==> config.mk <==
export PLATFORM = sky130hd
export DESIGN_NAME = fault_sched
export DESIGN_NICKNAME = d
export VERILOG_FILES = /design/src/rtl/fault_sched.sv
export SDC_FILE = /design/constraint.sdc
export NUM_CORES = 1
export LEC_CHECK = 0
export CAP_MARGIN = 20
export CORE_MARGIN = 5
export CORE_UTILIZATION = 50
export DETAILED_ROUTE_END_ITERATION = 8
export GPL_ROUTABILITY_DRIVEN = 0
export GPL_TIMING_DRIVEN = 0
export PLACE_DENSITY = 0.86
export SYNTH_ARGS = -nofsm -noshare
export SYNTH_HDL_FRONTEND = slang
export SYNTH_SLANG_ARGS = --single-unit
export TNS_END_PERCENT = 1
==> constraint.sdc <==
create_clock -name clk -period 2.4 [get_ports clk]
set_input_delay 0.36 -clock clk [delete_from_list [all_inputs] [get_ports clk]]
set_output_delay 0.36 -clock clk [all_outputs]
set_load 0.005 [all_outputs]
==> src/rtl/fault_sched.sv <==
// Fault-injection campaign controller: seeds and steps an external LFSR, turns its output
// into (address, one-hot bit-flip mask) faults and offers them to a target over valid/ready.
module fault_sched #(
    parameter int N_bits = 8,
    parameter int DATA_W = 32,
    parameter int CNT_W  = 16
) (
    input  logic              clk,
    input  logic              rst_i,
    input  logic              cfg_start,
    input  logic              cfg_abort,
    input  logic [N_bits-1:0] cfg_seed,
    input  logic [CNT_W-1:0]  cfg_num_faults,
    input  logic [CNT_W-1:0]  cfg_interval,
    output logic              lfsr_start,
    output logic              lfsr_en,
    output logic [N_bits-1:0] lfsr_seed,
    input  logic [N_bits-1:0] lfsr_value,
    output logic              flt_valid,
    input  logic              flt_ready,
    output logic [N_bits-1:0] flt_addr,
    output logic [DATA_W-1:0] flt_mask,
    output logic              busy,
    output logic              done,
    output logic [CNT_W-1:0]  faults_issued
);

    localparam int IDX_W = $clog2(DATA_W);

    typedef enum logic [2:0] {
        S_IDLE,
        S_SEED,
        S_ADV_A,
        S_CAP_A,
        S_CAP_B,
        S_ISSUE,
        S_GAP,
        S_DONE
    } state_t;

    state_t            state_q, state_d;
    logic [N_bits-1:0] seed_q, seed_d;
    logic [CNT_W-1:0]  num_q, num_d;
    logic [CNT_W-1:0]  ivl_q, ivl_d;
    logic [CNT_W-1:0]  gap_q, gap_d;
    logic [CNT_W-1:0]  cnt_q, cnt_d;
    logic [N_bits-1:0] addr_q, addr_d;
    logic [DATA_W-1:0] mask_q, mask_d;

    logic              start_ok;
    logic              handshake;
    logic [CNT_W-1:0]  cnt_inc;

    // Valid/ready: a fault is transferred in any cycle where flt_valid and flt_ready are
    // both high; while flt_valid is high without ready, flt_addr/flt_mask do not change.
    assign start_ok  = (state_q == S_IDLE) && cfg_start && !cfg_abort;
    assign handshake = (state_q == S_ISSUE) && flt_ready;
    assign cnt_inc   = cnt_q + CNT_W'(1);

    always_ff @(posedge clk) begin
        if (rst_i) begin
            state_q <= S_IDLE;
            seed_q  <= '0;
            num_q   <= '0;
            ivl_q   <= '0;
            gap_q   <= '0;
            cnt_q   <= '0;
            addr_q  <= '0;
            mask_q  <= '0;
        end else begin
            state_q <= state_d;
            seed_q  <= seed_d;
            num_q   <= num_d;
            ivl_q   <= ivl_d;
            gap_q   <= gap_d;
            cnt_q   <= cnt_d;
            addr_q  <= addr_d;
            mask_q  <= mask_d;
        end
    end

    always_comb begin
        state_d = state_q;
        case (state_q)
            S_IDLE: begin
                if (start_ok) begin
                    state_d = (cfg_num_faults == '0) ? S_DONE : S_SEED;
                end
            end
            S_SEED:  state_d = S_ADV_A;
            S_ADV_A: state_d = S_CAP_A;
            S_CAP_A: state_d = S_CAP_B;
            S_CAP_B: state_d = S_ISSUE;
            S_ISSUE: begin
                if (flt_ready) begin
                    if (cnt_inc == num_q) begin
                        state_d = S_DONE;
                    end else if (ivl_q == '0) begin
                        state_d = S_ADV_A;
                    end else begin
                        state_d = S_GAP;
                    end
                end
            end
            S_GAP: begin
                if (gap_q == CNT_W'(1)) begin
                    state_d = S_ADV_A;
                end
            end
            S_DONE:  state_d = S_IDLE;
            default: state_d = S_IDLE;
        endcase
        // Abort wins over everything, but a handshake in the same cycle still counts.
        if (cfg_abort && (state_q != S_IDLE)) begin
            state_d = S_IDLE;
        end
    end

    always_comb begin
        seed_d = seed_q;
        num_d  = num_q;
        ivl_d  = ivl_q;
        gap_d  = gap_q;
        cnt_d  = cnt_q;
        addr_d = addr_q;
        mask_d = mask_q;
        if (start_ok) begin
            // An all-zero seed would lock the LFSR, so substitute 1.
            seed_d = (cfg_seed == '0) ? N_bits'(1) : cfg_seed;
            num_d  = cfg_num_faults;
            ivl_d  = cfg_interval;
            cnt_d  = '0;
        end
        if (state_q == S_CAP_A) begin
            addr_d = lfsr_value;
        end
        if (state_q == S_CAP_B) begin
            mask_d = DATA_W'(1) << lfsr_value[IDX_W-1:0];
        end
        if (handshake) begin
            cnt_d = cnt_inc;
            gap_d = ivl_q;
        end
        if (state_q == S_GAP) begin
            gap_d = gap_q - CNT_W'(1);
        end
    end

    always_comb begin
        lfsr_start    = (state_q == S_SEED);
        lfsr_en       = (state_q == S_ADV_A) || (state_q == S_CAP_A);
        flt_valid     = (state_q == S_ISSUE);
        busy          = (state_q != S_IDLE);
        done          = (state_q == S_DONE);
        lfsr_seed     = seed_q;
        flt_addr      = addr_q;
        flt_mask      = mask_q;
        faults_issued = cnt_q;
    end

endmodule
==> metrics.txt <==
Initial Util 51.3%; synth cell count leaders dfxtp_1 (115), nand2_1 (100), nor2_1 (84); Primary FF master, synth dfxtp_1; total gr overflow 0; die area roughly 13000 um2; Routed Antenna Nets 0; Max Root-Sink Buffers 2; TritonCTS clock tree built; Mapped Area ~5300 um2; clock transition at the registers of the reported paths 60 ps; drt pass-1 iters 9; Worst Hold Class in2reg; area leader, netlist dfxtp_1; WHS about 280 ps; first-pass GRT wire length 27800 um; Root Driver clkbuf_8; clk sinks approximately 120; Final Non-Filler Cells 941; # hold bufs at CTS 0; crit start category register; Clk Latency, worst-skew pair 520 ps; syn_nets 710; htree depth 4; total number of vias roughly 5700; critical path class reg2out; Die Span Y approximately 110 um; via density per instance 6.06; initial antenna violation count 0; Synth top area share 43.3%; EDFF count, synth 0; Final period util 98.2%; async set-reset flop share out of synthesis 0%; WL final 17200 um; core footprint 10400 um2; largest net degree at the start of global routing 17; Die X approximately 110 um; Layout area overhead 37.2%; crit-path max FO 10; Warnings, synthesis 0; I/O pins approximately 120; minimum clock period around 2400 ps; status completed; Hold Violations, Final 0; Critical Path RT between 2000 and 2500 ps; Yosys cell types 66; number of diodes 0; #FFs+latches synth around 120; Routed wire per std cell 18.3 um; leakage 2.56 nW; power per cell area 682 nW/um2; Total Routing Usage GR 26.8%; Final Skew 6.95 ps; peak supply drop 0.000617 V; maxcap violations 0; Synth area leaders dfxtp_1 (43%), nand2_1 (7.1%), a21oi_1 (6.2%), nor2_1 (5.9%), a22oi_1 (4.1%); post-synthesis sequential area ratio 43.3%; DRC viols 0; relative slew slack between 40% and 50%; initial DRC count 627; TritonCTS buffer count 17; DP Wirelength 12100 um; Resize count post-CTS 0; layout cell share with drive strength beyond 1 about 7.7%; Peak Freq approximately 0.42 GHz; RSZ-0062 raised after global routing false; dpl cells 909; vias in the first global route 5578; Port Buffers roughly 120; Nets ~850; Final Setup Violations 0; most frequent cell after synthesis dfxtp_1; post-synthesis instance total 654; Final Max Tran Viols 0; Critical Path AT 2000 ps; Post-CTS Repair Setup Buffers 0; measured slew at the worst slew-check pin 756 ps; Core Util, Final 70.4%; Placement Rows 37; Avg Cell Area, Syn 8.13 um2; Critical Path End Type output port; Final TNS setup 0 ps
[report_power, final]
part / leakage (nW) / switching (W) / internal (W)
Sequential: 0.931 / 0.0000349 / 0.00195
Combinational: 1.33 / 0.000208 / 0.000177
Clock: 0.293 / 0.000993 / 0.00161
[layout make-up]
type | instances | area (um2)
Fill cell | 773 | 3070
Multi-Input combinational cell | 487 | 2780
Sequential cell | 115 | 2300
Timing Repair Buffer | 119 | 1190
Clock buffer | 17 | 414
Buffer | 45 | 219
Clock inverter | 15 | 195
Tap cell | 136 | 170
Inverter | 7 | 26.3
[per-stage QoR]
step	setup WS (ps)	total power (W)	instance area (um2)
2_1_floorplan	499	0.00221	5320
3_3_place_gp	164	0.00239	6680
3_5_place_dp	88.8	0.00240	6680
4_1_cts	1.52	0.00499	7290
5_1_grt	3.12	0.00513	7300
6_report	43.2	0.00498	7300
[worst max-delay path, stage by stage, from the launching register on]
cell and delay [ps]:
dfxtp_1 360, clkbuf_8 180, and2b_2 210, and2_1 200
clkdlybuf4s50_1 520
[flip-flops by register name, indices dropped and copies added (netlist names)]
signal / cells
flt_mask: 32
lfsr_seed: 8
faults_issued: 16
gap_q: 16
ivl_q: 16
flt_addr: 8
state_q: 3
num_q: 16
[cells by family after synthesis]
logic type | count (synthesis) | synth area share, %
multiplexers | 8 | 1.51
adder cells (fa/ha/maj) | 3 | 0.706
AND/OR/NAND/NOR | 293 | 27.3
XOR/XNOR | 21 | 3.46
AO/OA/AOI/OAI | 162 | 19.2
flip-flops | 115 | 43.3
buffers and inverters | 52 | 4.61
[path summary, 6_finish.rpt]
check,start,endpoint,slack (ps),cells past startpoint
worst max-delay path,state_q[2]$_SDFFE_PP0P_,flt_valid,40,4
worst max register to register,faults_issued[0]$_SDFFE_PP0P_,state_q[0]$_SDFFE_PP0P_,120,7
worst min-delay path,rst_i,gap_q[13]$_SDFFE_PP0P_,280,3
worst min register to register,lfsr_seed[7]$_SDFFE_PP0P_,lfsr_seed[7]$_SDFFE_PP0P_,460,2
[layer usage]
layer | vias to the layer above | track usage [%] | share of wire, %
met5 | - | 0 | 0
met4 | 0 | 13.5 | 3.7
met3 | 65 | 6.15 | 8.3
met2 | 323 | 44.9 | 49
met1 | 2705 | 32.1 | 39
li1 | 2610 | - | -
[layout by cell type, fill, tap and decap left out, drive strengths merged, types with 16 or more instances in the layout]
cell type / count
o21ai: 24
nand2: 100
nor2: 86
dfxtp: 115
a21oi: 66
nor3: 16
clkdlybuf4s50: 119
clkbuf: 57
a22oi: 29
Power figures use the tool's default switching activity.
